===== src/rtl/pipe_pkg.sv =====
// rtl/pipe_pkg.sv - shared constants, state type and gap helpers for pipe_array
// Macro PIPE_LFSR_EN selects the LFSR gap source instead of the fixed gap table.
package pipe_pkg;

  localparam int         SCREEN_W_DEF = 640;
  localparam int         SCREEN_H_DEF = 480;
  localparam int         GAP_MIN      = 64;
  localparam logic [7:0] LFSR_SEED    = 8'hA5;
  localparam logic [9:0] GAP_TABLE [4] = '{10'd80, 10'd160, 10'd120, 10'd200};

  // Positions carry one bit beyond the 11-bit output so spawn points past 1023 stay positive.
  localparam int POS_W = 12;

  typedef enum logic [1:0] {
    S_IDLE,
    S_SCAN,
    S_WAIT
  } pipe_state_t;

  function automatic logic [7:0] lfsr_next(input logic [7:0] l);
    return {l[6:0], l[7] ^ l[5] ^ l[4] ^ l[3]};
  endfunction

  function automatic logic [9:0] lfsr_gap(input logic [7:0] l);
    return 10'(GAP_MIN) + {3'b000, l[7:1]};
  endfunction

  function automatic logic [9:0] first_gap(input int k);
`ifdef PIPE_LFSR_EN
    logic [7:0] l;
    l = LFSR_SEED;
    for (int j = 0; j < k; j++) l = lfsr_next(l);
    return lfsr_gap(l);
`else
    logic [1:0] ki;
    ki = 2'(k);
    return GAP_TABLE[ki];
`endif
  endfunction

endpackage


===== src/rtl/pipe_gap_gen.sv =====
// rtl/pipe_gap_gen.sv - gap row source, one new value per draw strobe
// Macro PIPE_LFSR_EN: 8-bit Fibonacci LFSR; otherwise cycles the fixed gap table.
module pipe_gap_gen
  import pipe_pkg::*;
(
  input  logic       system_clk,
  input  logic       reset,
  input  logic       draw,
  output logic [9:0] gap
);

`ifdef PIPE_LFSR_EN
  logic [7:0] r_lfsr;

  always_ff @(posedge system_clk or negedge reset) begin
    if (!reset) begin
      r_lfsr <= LFSR_SEED;
    end else if (draw) begin
      r_lfsr <= lfsr_next(r_lfsr);
    end
  end

  assign gap = lfsr_gap(r_lfsr);
`else
  logic [1:0] r_idx;

  always_ff @(posedge system_clk or negedge reset) begin
    if (!reset) begin
      r_idx <= 2'd0;
    end else if (draw) begin
      r_idx <= r_idx + 2'd1;
    end
  end

  assign gap = GAP_TABLE[r_idx];
`endif

endmodule


===== src/rtl/pipe_array.sv =====
// rtl/pipe_array.sv - scrolling pipe pairs with respawn, scoring and sprite addressing
// Macro PIPE_LFSR_EN selects the LFSR gap generator (see pipe_gap_gen).
module pipe_array
  import pipe_pkg::*;
#(
  parameter int N_PIPES  = 3,
  parameter int PIPE_W   = 41,
  parameter int PIPE_H   = 253,
  parameter int GAP_H    = 96,
  parameter int SPACING  = 213,
  parameter int BIRD_X   = 160,
  parameter int SCREEN_W = SCREEN_W_DEF,
  parameter int SCREEN_H = SCREEN_H_DEF
) (
  input  logic                   system_clk,
  input  logic                   reset,
  input  logic                   game_tick,
  input  logic                   freeze,
  input  logic [1:0]             veciloty,
  input  logic [9:0]             pixel_x,
  input  logic [9:0]             pixel_y,
  output logic [13:0]            rom_addr,
  output logic                   pipe_on,
  output logic                   score_tick,
  output logic [N_PIPES*11-1:0]  pipe_l_flat,
  output logic [N_PIPES*10-1:0]  gap_t_flat
);

  typedef logic signed [POS_W-1:0] pos_t;

  localparam pos_t        W_M1     = pos_t'(PIPE_W - 1);
  localparam pos_t        BIRD     = pos_t'(BIRD_X);
  localparam pos_t        SPAWN_D  = pos_t'(N_PIPES * SPACING);
  localparam logic [1:0]  IDX_LAST = 2'(N_PIPES - 1);
  localparam logic [10:0] GAP_H11  = 11'(GAP_H);
  localparam logic [10:0] ROW_MAX  = 11'(PIPE_H - 1);
  localparam logic [13:0] PW14     = 14'(PIPE_W);

  if (N_PIPES < 1 || N_PIPES > 4) begin : g_bad_n
    $error("pipe_array: N_PIPES must be in 1..4");
  end
  if (GAP_H >= SCREEN_H) begin : g_bad_gap
    $error("pipe_array: GAP_H must be smaller than SCREEN_H");
  end

  pipe_state_t        r_state;
  logic [1:0]         r_idx;
  logic [N_PIPES-1:0] r_need;
  logic               r_draw;
  logic               r_score;
  pos_t               r_x   [N_PIPES];
  logic [9:0]         r_gap [N_PIPES];
  logic               r_pipe_on;
  logic [13:0]        r_rom_addr;

  logic [9:0]         w_gap;
  logic               w_tick;
  pos_t               w_next   [N_PIPES];
  logic [N_PIPES-1:0] w_resp;
  logic [N_PIPES-1:0] w_cross;
  logic [N_PIPES-1:0] w_hit;
  logic [13:0]        w_addr_p [N_PIPES];
  logic               w_any;
  logic [13:0]        w_addr;

  pipe_gap_gen u_gap (
    .system_clk (system_clk),
    .reset      (reset),
    .draw       (r_draw),
    .gap        (w_gap)
  );

  for (genvar g = 0; g < N_PIPES; g++) begin : g_pipe
    pos_t        w_xr_old;
    pos_t        w_xr_new;
    pos_t        w_px;
    pos_t        w_dx;
    logic [10:0] w_py;
    logic [10:0] w_gt;
    logic [10:0] w_gb;
    logic [10:0] w_row_raw;
    logic [10:0] w_row;
    logic        w_in_x;
    logic        w_top;
    logic        w_bot;

    assign w_next[g]   = r_x[g] - pos_t'({1'b0, veciloty});
    assign w_xr_old    = r_x[g] + W_M1;
    assign w_xr_new    = w_next[g] + W_M1;
    assign w_resp[g]   = w_xr_new[POS_W-1];
    assign w_cross[g]  = (w_xr_old >= BIRD) && (w_xr_new < BIRD);

    assign w_px        = pos_t'({2'b00, pixel_x});
    assign w_dx        = w_px - r_x[g];
    assign w_in_x      = (w_px >= r_x[g]) && (w_dx <= W_M1);

    assign w_py        = {1'b0, pixel_y};
    assign w_gt        = {1'b0, r_gap[g]};
    assign w_gb        = w_gt + GAP_H11;
    assign w_top       = w_py < w_gt;
    assign w_bot       = w_py >= w_gb;
    // Top pipe sprite is drawn upside down, so its row counts upward from the gap.
    assign w_row_raw   = w_top ? (w_gt - 11'd1 - w_py) : (w_py - w_gb);
    assign w_row       = (w_row_raw > ROW_MAX) ? ROW_MAX : w_row_raw;

    assign w_hit[g]    = w_in_x && (w_top || w_bot);
    assign w_addr_p[g] = {2'b00, w_dx} + PW14 * {3'b000, w_row};

    assign pipe_l_flat[g*11 +: 11] = r_x[g][10:0];
    assign gap_t_flat[g*10 +: 10]  = r_gap[g];
  end

  always_comb begin
    w_any  = 1'b0;
    w_addr = '0;
    for (int i = N_PIPES - 1; i >= 0; i--) begin
      if (w_hit[i]) begin
        w_any  = 1'b1;
        w_addr = w_addr_p[i];
      end
    end
  end

  always_ff @(posedge system_clk or negedge reset) begin
    if (!reset) begin
      r_pipe_on  <= 1'b0;
      r_rom_addr <= '0;
    end else begin
      r_pipe_on <= w_any;
      if (w_any) begin
        r_rom_addr <= w_addr;
      end
    end
  end

  assign w_tick = game_tick && !freeze && (r_state == S_IDLE);

  // Leaving reset replays the first N draws into the gaps, so the generator ends up
  // positioned for the first respawn.
  always_ff @(posedge system_clk or negedge reset) begin
    if (!reset) begin
      r_state <= S_SCAN;
      r_idx   <= 2'd0;
      r_need  <= '1;
      r_draw  <= 1'b0;
      r_score <= 1'b0;
      for (int i = 0; i < N_PIPES; i++) begin
        r_x[i]   <= pos_t'(SCREEN_W + i * SPACING);
        r_gap[i] <= first_gap(i);
      end
    end else begin
      r_draw  <= 1'b0;
      r_score <= 1'b0;
      case (r_state)
        S_IDLE: begin
          if (w_tick) begin
            for (int i = 0; i < N_PIPES; i++) begin
              r_x[i] <= w_resp[i] ? (w_next[i] + SPAWN_D) : w_next[i];
            end
            r_need  <= w_resp;
            r_score <= |w_cross;
            r_idx   <= 2'd0;
            if (|w_resp) begin
              r_state <= S_SCAN;
            end
          end
        end
        S_SCAN: begin
          if (r_need[r_idx]) begin
            r_gap[r_idx]  <= w_gap;
            r_need[r_idx] <= 1'b0;
            r_draw        <= 1'b1;
            r_state       <= S_WAIT;
          end else if (r_idx == IDX_LAST) begin
            r_state <= S_IDLE;
          end else begin
            r_idx <= r_idx + 2'd1;
          end
        end
        S_WAIT: begin
          if (r_idx == IDX_LAST) begin
            r_state <= S_IDLE;
          end else begin
            r_idx   <= r_idx + 2'd1;
            r_state <= S_SCAN;
          end
        end
        default: r_state <= S_IDLE;
      endcase
    end
  end

  assign score_tick = r_score;
  assign pipe_on    = r_pipe_on;
  assign rom_addr   = r_rom_addr;

endmodule

===== config.mk =====
export PLATFORM = sky130hd
export DESIGN_NAME = pipe_array
export DESIGN_NICKNAME = d
export VERILOG_FILES = /design/src/rtl/pipe_pkg.sv /design/src/rtl/pipe_gap_gen.sv /design/src/rtl/pipe_array.sv
export SDC_FILE = /design/constraint.sdc
export NUM_CORES = 1
export LEC_CHECK = 0
export CAP_MARGIN = 40
export CORE_AREA = 2 2 174 176
export CTS_CLUSTER_DIAMETER = 40
export DETAILED_ROUTE_END_ITERATION = 16
export DIE_AREA = 0 0 176 178
export HOLD_SLACK_MARGIN = 0.08
export SYNTH_ARGS = -nofsm -noshare
export SYNTH_HDL_FRONTEND = slang
export SYNTH_SLANG_ARGS = --single-unit

===== constraint.sdc =====
create_clock -name system_clk -period 8.7 [get_ports system_clk]
set_input_delay 0.87 -clock system_clk [delete_from_list [all_inputs] [get_ports system_clk]]
set_output_delay 0.87 -clock system_clk [all_outputs]
set_load 0.02 [all_outputs]

==> summary.txt <==
STA
  – Slew Limit Fails: 0
  – Final setup TNS: 0 ns
  – Count of final hold-check violations: 0
  – Post-route clock skew: 0.00946 ns
  – Worst Max-Slew Pin Slew: between 0.8 and 0.9 ns
  – Peak clock frequency supported by timing: 0.126 GHz
  – Rel. slew slack: 42.5%
  – Number of setup violations in the final report: 0
  – Period utilisation layout: about 90%
  – Final critical delay including setup and external delays: a little under 8 ns
  – Unrepaired setup endpoints after global routing: no
  – Final hold slack: 0.402 ns

Setup path
  – CP max stage cell: sky130_fd_sc_hd__clkdlybuf4s50_1
  – Worst setup SP type: primary input
  – Top fanout value on the critical path: 12
  – Worst setup startpoint: pixel_y[7]
  – Slack of the worst reg-to-reg path: approximately 1.5 ns
  – Max incr delay on CP: 0.66 ns
  – Critical path endpoint: rom_addr[13]
  – Endpoint kind of the worst setup timing path: flop
  – Arrival time reported for the critical path endpoint: 8.19 ns
  – Required time at the endpoint of the critical path: around 9 ns
  – Most frequent CP cell: sky130_fd_sc_hd__ha_1
  – Crit Path Class: primary input to flop
  – Number of cells on the worst reg-to-reg path: 26
  – Crit Reg-Reg Startpoint: gap_t_flat[13]
  – Terminus of the critical flop-to-flop path: rom_addr[13]

Cells and area
  – Layout cells sized above 1: under 10%
  – Flip-flop and latch area: 1960 sq um
  – Ant. Diodes: 0
  – Filler cell count: 2861
  – Net count reported at finish: a little under 2000
  – Synthesis-to-layout area growth: 10.7%
  – Area taken by multi-input logic gates: 10100 sq um
  – Final cell count without fillers: 2064
  – Final core occ: 49.5%

Route
  – WL/cell: ~17 um
  – Remaining routing DRC violations: 0
  – Number of detailed-routing iterations run before antenna repair: 5
  – WL final: between 30000 and 40000 um
  – Number of nets with antenna violations after detailed routing: 0
  – Vias/cell: ~5.5
  – Routed vias: 11400
  – Iteration-0 DRC count of the detailed router: about 600

Global route
  – First-pass GRT wire length: about 57000 um
  – Antenna violations before repair: 0
  – Residual overflow from global routing: 0
  – Pin count of the biggest net entering global routing: 55
  – Gr usage total: 23.1%
  – Via count of the first global-routing pass: 11000

Clocking
  – TritonCTS sink count: 77
  – Maximum level of the CTS H-tree: 3
  – CTS clk-pin slew, worst paths: 0.07 ns
  – Post-cts repair resize count: 0
  – Number of buffers inserted for hold repair after clock tree synthesis: 0
  – Total clock buffers created by CTS: 9
  – Clock latency on the worst-skew pair: 0.36 ns
  – Post-CTS Setup Inserts: 0
  – Clock tree from TritonCTS: done
  – Number of buffers on the longest clock path: 2
  – Clock root buffer master: sky130_fd_sc_hd__clkbuf_16

Die
  – Die area: 31300 sq um
  – Die Span X: 176 um
  – Number of primary I/O pins: approximately 110
  – Die span in y: 178 um
  – Total number of placement rows: 63
  – Core region area: 29400 sq um
  – Starting utilization of the core area: 44.7%

Synthesis
  – Share of flip-flops with an asynchronous set or reset after synthesis: 100%
  – Sequential area share after synthesis: between 10% and 20%
  – Total standard cell area after synthesis: approximately 13000 sq um
  – Leading cell types by count after synthesis: sky130_fd_sc_hd__ha_1, sky130_fd_sc_hd__inv_1, sky130_fd_sc_hd__xnor2_1
  – Fraction of synthesized cell area taken by the top area cell type: between 20% and 30%
  – Leading area contributor after synthesis: sky130_fd_sc_hd__ha_1
  – Number of synthesized register bits: 77
  – Ys Warns: 0
  – Top-count cell post-synth: sky130_fd_sc_hd__ha_1
  – EDFF count, synth: 0
  – Dominant register cell in the synthesized netlist: sky130_fd_sc_hd__dfrtp_1
  – Ranking of synthesized cells by area: sky130_fd_sc_hd__ha_1, sky130_fd_sc_hd__dfrtp_1, sky130_fd_sc_hd__xnor2_1
  – Synthesized instance count: 1620
  – Average cell area after synthesis: 8.11 sq um
  – Yosys cell types: 85

Job
  – Max_cap viols: 0

Placed design
  – Count of input and output buffers: 89
  – Number of placed instances with taps included: 2047
  – Routability Congestion: 0.905
  – Sum of net half-perimeters after detailed placement: 28900 um

Hold path
  – Worst min path class: primary input to async pin

Status
  – Status: finished clean
==> layout make-up <==
cell class / instances / share of cell area (%)
clock inverter: 6 / 0.808
sequential: 77 / 13.5
clock buffer: 10 / 1.64
tap: 390 / 3.35
multi-input combinational: 1290 / 69.1
timing repair buffer: 102 / 6.76
inverter: 189 / 4.88
==> critical path: cells and delay by family <==
| family | cells | cell delay, ns |
|---|---|---|
| adder cells (fa/ha/maj) | 6 | 2.26 |
| XOR/XNOR | 1 | 0.14 |
| AND/OR/NAND/NOR | 3 | 0.81 |
| AO/OA/AOI/OAI | 11 | 2.95 |
| buffers and inverters | 5 | 1.18 |
==> how the worst min path moves through the flow <==
| stage | to | slack (ns) | depth (start not counted) |
|---|---|---|---|
| global route | r_idx[1] | 0.42 | 1 |
| finish | r_idx[1] | 0.40 | 1 |
| CTS | r_idx[1] | 0.40 | 1 |
| detailed placement | u_gap.r_idx[0] | 0.48 | 1 |
| global placement | u_gap.r_idx[0] | 0.47 | 1 |
| floorplan | u_gap.r_idx[0] | 0.46 | 1 |
==> metal layers <==
metal	part of all wire [%]	vias up	wire length (um)	track usage, %
li1	-	5684	-	-
met1	48	5434	17000	31.4
met2	46	200	16300	38.6
met3	3.1	40	1110	2.96
met4	2.1	0	736	6.34
met5	0	-	0	0
==> kinds of logic (layout without fill, tap and decap cells) <==
family                     after synthesis  count (layout)  synth area share (%)
adders and majority gates              267             267                  28.2
xor gates and xnor gates               155             155                  10.5
muxes                                   14              14                  1.10
buffers and inverters                  282             307                  9.57
other                                    1              30                0.0285
and+or+nand+nor                        433             433                  16.9
AOI/OAI and AO/OA                      391             391                  18.9
DFF                                     77              77                  14.9
==> registers in the layout, summed over array words and instances, names as in the netlist <==
name / flops
u_gap.r_idx: 2
rom_addr: 14
r_need: 3
r_x: 3
r_draw: 1
gap_t_flat: 15
score_tick: 1
r_idx: 2
pipe_l_flat: 33
pipe_on: 1
r_state: 2
==> stage by stage <==
stage | cell area, sq um | setup WS [ns]
after global placement | 14200 | 0.634
after global routing | 14500 | 0.243
final | 14500 | 0.762
after detailed placement | 14200 | 0.393
after CTS | 14500 | 0.765
after floorplan | 13200 | 1.54
==> cell usage in the layout (no fill, tap or decap), types with 6 or more instances in the layout <==
cell type	instances
sky130_fd_sc_hd__mux2i_1	11
sky130_fd_sc_hd__nor4_1	15
sky130_fd_sc_hd__a211oi_1	12
sky130_fd_sc_hd__buf_4	13
sky130_fd_sc_hd__o22ai_1	13
sky130_fd_sc_hd__or3_1	20
sky130_fd_sc_hd__o21ai_1	11
sky130_fd_sc_hd__a21o_1	18
sky130_fd_sc_hd__nand4_1	10
sky130_fd_sc_hd__nand2_1	109
sky130_fd_sc_hd__o31a_1	7
sky130_fd_sc_hd__and3_1	11
sky130_fd_sc_hd__nor3_1	47
sky130_fd_sc_hd__xor2_1	40
sky130_fd_sc_hd__a31oi_1	18
sky130_fd_sc_hd__ha_1	219
sky130_fd_sc_hd__clkbuf_16	9
sky130_fd_sc_hd__clkdlybuf4s50_1	88
sky130_fd_sc_hd__nand3_1	36
sky130_fd_sc_hd__conb_1	30
sky130_fd_sc_hd__o41ai_1	7
sky130_fd_sc_hd__o211ai_1	12
sky130_fd_sc_hd__xnor2_1	111
sky130_fd_sc_hd__dfrtp_1	53
sky130_fd_sc_hd__or4_1	6
sky130_fd_sc_hd__or2_2	7
sky130_fd_sc_hd__fa_1	48
sky130_fd_sc_hd__nand2b_1	20
sky130_fd_sc_hd__nor2b_1	22
sky130_fd_sc_hd__and2_1	8
sky130_fd_sc_hd__inv_1	186
sky130_fd_sc_hd__o21a_1	21
sky130_fd_sc_hd__o31ai_1	15
sky130_fd_sc_hd__dfstp_2	24
sky130_fd_sc_hd__o21bai_1	11
sky130_fd_sc_hd__nor2_1	92
sky130_fd_sc_hd__a21oi_1	99
sky130_fd_sc_hd__o21ai_0	96
Power is not shown: default switching activity piles up to over one toggle a cycle in this logic, so the estimate is an artifact.
